==> config.mk <==
export PLATFORM = sky130hd
export DESIGN_NAME = mem_access_ctrl_flat
export DESIGN_NICKNAME = d
export VERILOG_FILES = /design/src/rtl/mem_pkg.sv /design/src/rtl/mem_access_ctrl_if.sv /design/src/rtl/mem_align_shifter.sv /design/src/rtl/mem_access_ctrl.sv /design/src/flat_wrapper.sv
export SDC_FILE = /design/constraint.sdc
export NUM_CORES = 1
export LEC_CHECK = 0
export BUFFER_PORTS_ARGS = -buffer_cell sky130_fd_sc_hd__buf_2
export CORE_AREA = 2 2 189 210
export DETAILED_ROUTE_END_ITERATION = 10
export DIE_AREA = 0 0 191 212
export GPL_TIMING_DRIVEN = 0
export SYNTH_ARGS = -nofsm -noshare
export SYNTH_HDL_FRONTEND = slang
export SYNTH_SLANG_ARGS = --single-unit
==> constraint.sdc <==
create_clock -name clk -period 12.5 [get_ports clk]
set_input_delay 0.625 -clock clk [delete_from_list [all_inputs] [get_ports clk]]
set_output_delay 0.625 -clock clk [all_outputs]
set_load 0.03 [all_outputs]
==> src/rtl/mem_pkg.sv <==
// Shared types and helpers for the MEM-stage data-memory access controller.
package mem_pkg;

  localparam int LANES = 8;

  typedef enum logic [1:0] {
    SZ_B = 2'd0,
    SZ_H = 2'd1,
    SZ_W = 2'd2,
    SZ_D = 2'd3
  } mem_size_e;

  typedef enum logic [2:0] {
    IDLE = 3'd0,
    REQ  = 3'd1,
    WAIT = 3'd2,
    DONE = 3'd3,
    ERR  = 3'd4
  } mem_state_e;

  function automatic logic [3:0] size_bytes(input mem_size_e size);
    logic [3:0] bytes;
    case (size)
      SZ_B:    bytes = 4'd1;
      SZ_H:    bytes = 4'd2;
      SZ_W:    bytes = 4'd4;
      default: bytes = 4'd8;
    endcase
    return bytes;
  endfunction

endpackage

==> src/rtl/mem_access_ctrl_if.sv <==
// Pipeline-side request/response and dmem-side bus of the MEM-stage access controller.
interface mem_access_ctrl_if
  import mem_pkg::*;
#(
  parameter int ADDR_W = 64,
  parameter int DATA_W = 64
) ();

  logic              req_valid;
  logic              req_is_store;
  logic [ADDR_W-1:0] req_addr;
  mem_size_e         req_size;
  logic [DATA_W-1:0] req_wdata;
  logic              req_ready;

  logic              dmem_req_valid;
  logic              dmem_req_ready;
  logic [ADDR_W-1:0] dmem_addr;
  logic              dmem_we;
  logic [DATA_W-1:0] dmem_wdata;
  logic [LANES-1:0]  dmem_wstrb;
  logic              dmem_resp_valid;
  logic [DATA_W-1:0] dmem_resp_rdata;

  logic [DATA_W-1:0] mem_rdata;
  logic              mem_valid;
  logic              misaligned;
  logic              mem_stall;

  // The controller sits on the slave side; pipeline and dmem models drive the master side.
  modport slave (
    input  req_valid, req_is_store, req_addr, req_size, req_wdata,
    input  dmem_req_ready, dmem_resp_valid, dmem_resp_rdata,
    output req_ready,
    output dmem_req_valid, dmem_addr, dmem_we, dmem_wdata, dmem_wstrb,
    output mem_rdata, mem_valid, misaligned, mem_stall
  );

  modport master (
    output req_valid, req_is_store, req_addr, req_size, req_wdata,
    output dmem_req_ready, dmem_resp_valid, dmem_resp_rdata,
    input  req_ready,
    input  dmem_req_valid, dmem_addr, dmem_we, dmem_wdata, dmem_wstrb,
    input  mem_rdata, mem_valid, misaligned, mem_stall
  );

endinterface

==> src/rtl/mem_align_shifter.sv <==
// Byte-lane alignment for one access: strobes, store-data placement, load-data extraction
// and the natural-alignment check, all derived from size and the offset within a doubleword.
module mem_align_shifter
  import mem_pkg::*;
#(
  parameter int DATA_W = 64
) (
  input  mem_size_e         i_size,
  input  logic [2:0]        i_offset,
  input  logic              i_isStore,
  input  logic [DATA_W-1:0] i_wdata,
  input  logic [DATA_W-1:0] i_rdata,
  output logic [LANES-1:0]  o_wstrb,
  output logic [DATA_W-1:0] o_wdata,
  output logic [DATA_W-1:0] o_rdata,
  output logic              o_misaligned
);

  logic [3:0]       w_bytes;
  logic [5:0]       w_shamt;
  logic [2:0]       w_alignMask;
  logic [LANES-1:0] w_laneMask;

  // Loads never assert strobes so dmem cannot mistake them for partial writes.
  always_comb begin
    w_bytes      = size_bytes(i_size);
    w_shamt      = {i_offset, 3'b000};
    w_alignMask  = 3'(w_bytes - 4'd1);
    w_laneMask   = LANES'((9'd1 << w_bytes) - 9'd1);
    o_misaligned = |(i_offset & w_alignMask);
    o_wstrb      = i_isStore ? LANES'(w_laneMask << i_offset) : '0;
    o_wdata      = i_wdata << w_shamt;
    o_rdata      = i_rdata >> w_shamt;
  end

endmodule

==> src/rtl/mem_access_ctrl.sv <==
// MEM-stage data-memory access controller: one load/store per transaction, doubleword-aligned
// dmem request, addressed byte returned at bit 0, pipeline stalled while the access is in flight.
module mem_access_ctrl
  import mem_pkg::*;
#(
  parameter int ADDR_W = 64,
  parameter int DATA_W = 64
) (
  input  logic            clk,
  input  logic            reset,
  mem_access_ctrl_if.slave bus
);

  mem_state_e        r_state;
  mem_size_e         r_size;
  logic [2:0]        r_offset;
  logic              r_store;

  logic [ADDR_W-1:0] r_dmemAddr;
  logic [DATA_W-1:0] r_dmemWdata;
  logic [LANES-1:0]  r_dmemWstrb;
  logic              r_dmemWe;
  logic              r_dmemReqValid;

  logic              r_reqReady;
  logic              r_memValid;
  logic              r_misaligned;
  logic              r_memStall;
  logic [DATA_W-1:0] r_memRdata;

  logic              w_idle;
  mem_size_e         w_size;
  logic [2:0]        w_offset;
  logic              w_isStore;
  logic [LANES-1:0]  w_wstrb;
  logic [DATA_W-1:0] w_wdata;
  logic [DATA_W-1:0] w_rdata;
  logic              w_misaligned;

  // In IDLE the shifter looks at the incoming op; afterwards it sees the latched one,
  // which is what the response path needs for the read-data shift.
  assign w_idle    = (r_state == IDLE);
  assign w_size    = w_idle ? bus.req_size     : r_size;
  assign w_offset  = w_idle ? bus.req_addr[2:0] : r_offset;
  assign w_isStore = w_idle ? bus.req_is_store : r_store;

  mem_align_shifter #(
    .DATA_W (DATA_W)
  ) u_alignShifter (
    .i_size       (w_size),
    .i_offset     (w_offset),
    .i_isStore    (w_isStore),
    .i_wdata      (bus.req_wdata),
    .i_rdata      (bus.dmem_resp_rdata),
    .o_wstrb      (w_wstrb),
    .o_wdata      (w_wdata),
    .o_rdata      (w_rdata),
    .o_misaligned (w_misaligned)
  );

  always_ff @(posedge clk or posedge reset) begin
    if (reset) begin
      r_state        <= IDLE;
      r_size         <= SZ_B;
      r_offset       <= '0;
      r_store        <= 1'b0;
      r_dmemAddr     <= '0;
      r_dmemWdata    <= '0;
      r_dmemWstrb    <= '0;
      r_dmemWe       <= 1'b0;
      r_dmemReqValid <= 1'b0;
      r_reqReady     <= 1'b1;
      r_memValid     <= 1'b0;
      r_misaligned   <= 1'b0;
      r_memStall     <= 1'b0;
      r_memRdata     <= '0;
    end else begin
      case (r_state)
        IDLE: begin
          if (bus.req_valid) begin
            r_size      <= bus.req_size;
            r_offset    <= bus.req_addr[2:0];
            r_store     <= bus.req_is_store;
            r_dmemAddr  <= {bus.req_addr[ADDR_W-1:3], 3'b000};
            r_dmemWdata <= w_wdata;
            r_dmemWstrb <= w_wstrb;
            r_dmemWe    <= bus.req_is_store;
            r_reqReady  <= 1'b0;
            if (w_misaligned) begin
              r_state      <= ERR;
              r_misaligned <= 1'b1;
            end else begin
              r_state        <= REQ;
              r_dmemReqValid <= 1'b1;
              r_memStall     <= 1'b1;
            end
          end
        end
        REQ: begin
          if (bus.dmem_req_ready) begin
            r_state        <= WAIT;
            r_dmemReqValid <= 1'b0;
          end
        end
        WAIT: begin
          if (bus.dmem_resp_valid) begin
            r_state    <= DONE;
            r_memRdata <= r_store ? '0 : w_rdata;
            r_memValid <= 1'b1;
            r_memStall <= 1'b0;
          end
        end
        DONE: begin
          r_state    <= IDLE;
          r_memValid <= 1'b0;
          r_reqReady <= 1'b1;
        end
        ERR: begin
          r_state      <= IDLE;
          r_misaligned <= 1'b0;
          r_reqReady   <= 1'b1;
        end
        default: begin
          r_state        <= IDLE;
          r_dmemReqValid <= 1'b0;
          r_memValid     <= 1'b0;
          r_misaligned   <= 1'b0;
          r_memStall     <= 1'b0;
          r_reqReady     <= 1'b1;
        end
      endcase
    end
  end

  assign bus.req_ready      = r_reqReady;
  assign bus.dmem_req_valid = r_dmemReqValid;
  assign bus.dmem_addr      = r_dmemAddr;
  assign bus.dmem_we        = r_dmemWe;
  assign bus.dmem_wdata     = r_dmemWdata;
  assign bus.dmem_wstrb     = r_dmemWstrb;
  assign bus.mem_rdata      = r_memRdata;
  assign bus.mem_valid      = r_memValid;
  assign bus.misaligned     = r_misaligned;
  assign bus.mem_stall      = r_memStall;

endmodule

==> src/flat_wrapper.sv <==
// flat-port wrapper written by rule: the top's interface ports become plain ports
module mem_access_ctrl_flat import mem_pkg::*;
#(
  parameter int ADDR_W = 64,
  parameter int DATA_W = 64
)
  (clk, reset, bus_req_valid, bus_req_is_store, bus_req_addr, bus_req_size, bus_req_wdata, bus_dmem_req_ready, bus_dmem_resp_valid, bus_dmem_resp_rdata, bus_req_ready, bus_dmem_req_valid, bus_dmem_addr, bus_dmem_we, bus_dmem_wdata, bus_dmem_wstrb, bus_mem_rdata, bus_mem_valid, bus_misaligned, bus_mem_stall);
  mem_access_ctrl_if #(.ADDR_W(ADDR_W), .DATA_W(DATA_W)) bus_i ();
  input  logic clk;
  input  logic reset;
  input wire logic [$bits(bus_i.req_valid)-1:0] bus_req_valid;
  input wire logic [$bits(bus_i.req_is_store)-1:0] bus_req_is_store;
  input wire logic [$bits(bus_i.req_addr)-1:0] bus_req_addr;
  input wire logic [$bits(bus_i.req_size)-1:0] bus_req_size;
  input wire logic [$bits(bus_i.req_wdata)-1:0] bus_req_wdata;
  input wire logic [$bits(bus_i.dmem_req_ready)-1:0] bus_dmem_req_ready;
  input wire logic [$bits(bus_i.dmem_resp_valid)-1:0] bus_dmem_resp_valid;
  input wire logic [$bits(bus_i.dmem_resp_rdata)-1:0] bus_dmem_resp_rdata;
  output wire logic [$bits(bus_i.req_ready)-1:0] bus_req_ready;
  output wire logic [$bits(bus_i.dmem_req_valid)-1:0] bus_dmem_req_valid;
  output wire logic [$bits(bus_i.dmem_addr)-1:0] bus_dmem_addr;
  output wire logic [$bits(bus_i.dmem_we)-1:0] bus_dmem_we;
  output wire logic [$bits(bus_i.dmem_wdata)-1:0] bus_dmem_wdata;
  output wire logic [$bits(bus_i.dmem_wstrb)-1:0] bus_dmem_wstrb;
  output wire logic [$bits(bus_i.mem_rdata)-1:0] bus_mem_rdata;
  output wire logic [$bits(bus_i.mem_valid)-1:0] bus_mem_valid;
  output wire logic [$bits(bus_i.misaligned)-1:0] bus_misaligned;
  output wire logic [$bits(bus_i.mem_stall)-1:0] bus_mem_stall;
  assign bus_i.req_valid = bus_req_valid;
  assign bus_i.req_is_store = bus_req_is_store;
  assign bus_i.req_addr = bus_req_addr;
  assign bus_i.req_size = bus_req_size;
  assign bus_i.req_wdata = bus_req_wdata;
  assign bus_i.dmem_req_ready = bus_dmem_req_ready;
  assign bus_i.dmem_resp_valid = bus_dmem_resp_valid;
  assign bus_i.dmem_resp_rdata = bus_dmem_resp_rdata;
  assign bus_req_ready = bus_i.req_ready;
  assign bus_dmem_req_valid = bus_i.dmem_req_valid;
  assign bus_dmem_addr = bus_i.dmem_addr;
  assign bus_dmem_we = bus_i.dmem_we;
  assign bus_dmem_wdata = bus_i.dmem_wdata;
  assign bus_dmem_wstrb = bus_i.dmem_wstrb;
  assign bus_mem_rdata = bus_i.mem_rdata;
  assign bus_mem_valid = bus_i.mem_valid;
  assign bus_misaligned = bus_i.misaligned;
  assign bus_mem_stall = bus_i.mem_stall;
  mem_access_ctrl #(.ADDR_W(ADDR_W), .DATA_W(DATA_W)) u_core (.clk(clk), .reset(reset), .bus(bus_i));
endmodule
==> flow_metrics.py <==
metrics = {
    "clock_network": {
        "h-tree-depth": 1,
        "cts_made_buffers": 26,
        "post_cts_buffers": 0,
        "ctsHoldBuffers": 0,
        "cts.path.max_buffers": 3,
        "clock_latency_ns": 0.56,
        "cts-resized-gates": 0,
        "clkTransAtPathRegs_ns": 0.06,
        "clock-sinks": 211,
        "cts_root_buf": "clkbuf_16",
        "cts_tree": "yes",
    },
    "finish": {
        "drive_gt1_share_pct": 31.6,
        "fill_cells": 3979,
        "final_core_util_pct": 38.9,
        "multi_input_area_um2": 5630,
        "final_nets": 1821,
        "stdcell_area_um2": 15000,
        "areaGrowthSynthToFinish_pct": 31.6,
        "seq_area_um2": 5280,
    },
    "worst_setup_path": {
        "cpMostUsedCell": "buf_2",
        "criticalPathCategory": "register to register",
        "cp_top_family": "buffers and inverters",
        "cp_num_buf_inv": 4,
        "reg2reg_slack_ns": 9.40,
        "end_kind": "register",
        "max_stage_delay_ns": 0.67,
        "crit_required_ns": 12.95,
        "start_kind": "register",
        "reg2reg_from": "u_core.r_state[0]",
        "crit_fanout": 10,
        "crit_arrival_ns": 3.55,
        "crit_path_start": "u_core.r_state[0]",
        "slowest_stage": "buf_1",
        "cp_cell_sequence": "buf_4, nor3_1, buf_2, mux2i_1, buf_2, buf_1, o21ai_0, o31ai_1",
    },
    "global_routing": {
        "grt_pass1_vias": 11446,
        "grt_max_degree": 79,
        "gr-total-overflow": 0,
        "track_usage_pct": 24.6,
        "grt_pass1_wl_mm": 74.0,
        "antenna_found_initial": 15,
    },
    "yosys": {
        "ys_ff_latch": 211,
        "ys_types": 61,
        "syn_inst": 1189,
        "synth_area_per_cell_um2": 9.56,
        "synth_edf_count": 0,
        "ys.flop_type": "dfrtp_1",
        "synth_seq_area_share_pct": 46.4,
        "synth-async-reset-ratio_pct": 100,
        "netlist_area_um2": 11400,
        "yosys_warnings": 0,
    },
    "die": {
        "core_um2": 38500,
        "ios": 406,
        "fp.dieH_um": 212,
        "start_util_pct": 29.5,
        "rows": 76,
        "die_w_um": 191,
        "die_area_um2": 40500,
    },
    "sta": {
        "hold_ws_ns": 0.0863,
        "finalCritPeriodShare_pct": 24.8,
        "setup_viol": 0,
        "tightest_slew_ns": 1.21,
        "rsz0062_at_grt": "no",
        "fmax_ghz": 0.323,
        "hold_viol_final": 0,
        "slew_viol_final": 0,
        "fin_skew_ns": 0.0162,
        "slew_headroom_pct": 18.8,
        "finalWorstSetupSlack_ns": 9.40,
        "finalSetupTns_ns": 0,
        "fin_crit_ns": 3.10,
    },
    "routing": {
        "drt-initial-drc-count": 888,
        "firstDrtPassIters": 5,
        "vias": 11552,
        "routed_wl_mm": 51.1,
        "postRouteAntennaNets": 0,
        "drc_errors": 0,
        "wl_per_cell_um": 23.6,
        "vias_per_cell": 5.35,
    },
    "status": {
        "run_status": "finished, final reports clean",
    },
    "placement": {
        "gp_congestion": 0.929,
        "hpwl_mm": 39.6,
        "portBuffers": 400,
        "place_area_um2": 14100,
        "dp_slack_ns": 9.23,
    },
    "hold_path": {
        "hp-class": "input port to async pin",
    },
    "power_and_ir_drop": {
        "ir_worst_vdd_uv": 148,
        "powerDensity_nw_per_um2": 303,
        "leakagePower_nw": 7.88,
    },
    "run": {
        "max-cap-violations": 0,
    },
}
[cells by family (layout without fill, tap and decap cells)]
group | after synthesis | in the layout | share of synthesized area [%]
other cells | 1 | 16 | 0.0330
compound gates | 301 | 301 | 19.5
buf+inv | 104 | 552 | 4.17
simple gates | 404 | 404 | 14.5
mux | 168 | 168 | 15.3
flops | 211 | 211 | 46.4
[cells in the mapped netlist (all sizes together), types with 8 or more instances]
cell	number	area [µm²]
buf	39	229
o22ai	17	106
o2bb2ai	16	140
a22oi	11	82.6
nand3	20	100
a32o	16	160
mux2	29	327
nand2	310	1160
o21ai	49	245
a211o	28	245
a21oi	49	245
o221ai	16	140
nor2	43	164
mux2i	139	1420
a221o	12	120
a21o	12	90.1
dfrtp	210	5260
o21a	8	60.1
a22o	44	385
clkbuf	63	238
[per-layer routing]
layer	track usage, %	share of wire [%]	vias to the layer above
met1	30.3	39	5670
met2	40.6	48	613
met3	6.03	9.2	106
met4	11.5	3.9	4
li1	-	-	5159
met5	0	0.041	-
[flip-flops by register name, indices dropped and copies added, names as in the netlist]
name and cells:
u_core.bus.dmem_wdata 64, u_core.bus.mem_rdata 64, u_core.bus.dmem_addr 61, u_core.bus.dmem_wstrb 8, u_core.r_offset 3, u_core.r_state 3, u_core.r_size 2, u_core.bus.dmem_req_valid 1
u_core.bus.mem_stall 1, u_core.bus.mem_valid 1, u_core.bus.misaligned 1, u_core.bus.req_ready 1, u_core.r_store 1
[per-stage QoR]
stage	total power, mW	std cells
CTS	4.54	2146
detailed placement	3.76	2100
finish	4.54	2159
global placement	3.73	2098
global route	4.78	2158
floorplan	2.87	1191
[final cells by class]
cell class / instances / area share (%)
Multi-Input combinational cell: 876 / 37.6
Timing Repair Buffer: 402 / 13.7
Clock inverter: 12 / 0.778
Buffer: 102 / 3.12
Antenna cell: 13 / 0.217
Sequential cell: 211 / 35.3
Tap cell: 507 / 4.24
Inverter: 2 / 0.100
Clock buffer: 34 / 4.89
[cell usage in the layout, fill, tap and decap left out, drive strengths merged, types with 3 or more instances in the layout]
cell and n:
a211o 28, a211oi 5, a21o 12, a21oi 49, a221o 12, a22o 44
a22oi 11, a32o 16, a32oi 3, and2 3, buf 441, clkbuf 97
clkinv 9, conb 3, dfrtp 210, diode 13, mux2 29, mux2i 139
nand2 310, nand2b 3, nand3 20, nor2 43, nor3 6, nor3b 3
o21a 8, o21ai 49, o221ai 16, o22ai 17, o2bb2ai 16, o31ai 3
[path summary, 6_finish.rpt]
check                                            to  cells after the start
setup / recovery           u_core.bus.dmem_wstrb[2]                      8
hold / removal              u_core.bus.dmem_addr[9]                      2
setup reg to reg           u_core.bus.dmem_wstrb[2]                      8
hold reg to reg            u_core.bus.dmem_addr[24]                      2
max in group asynchronous  u_core.bus.mem_rdata[38]                      4
min in group clk           u_core.bus.dmem_addr[17]                      3
[report_power, final]
group | total (mW) | switching, mW | leakage [nW] | internal, mW
sequential | 1.16 | 0.182 | 2.70 | 0.981
clock | 0.770 | 0.319 | 0.423 | 0.452
combinational | 2.60 | 1.79 | 4.75 | 0.816
Power figures use the tool's default switching activity.
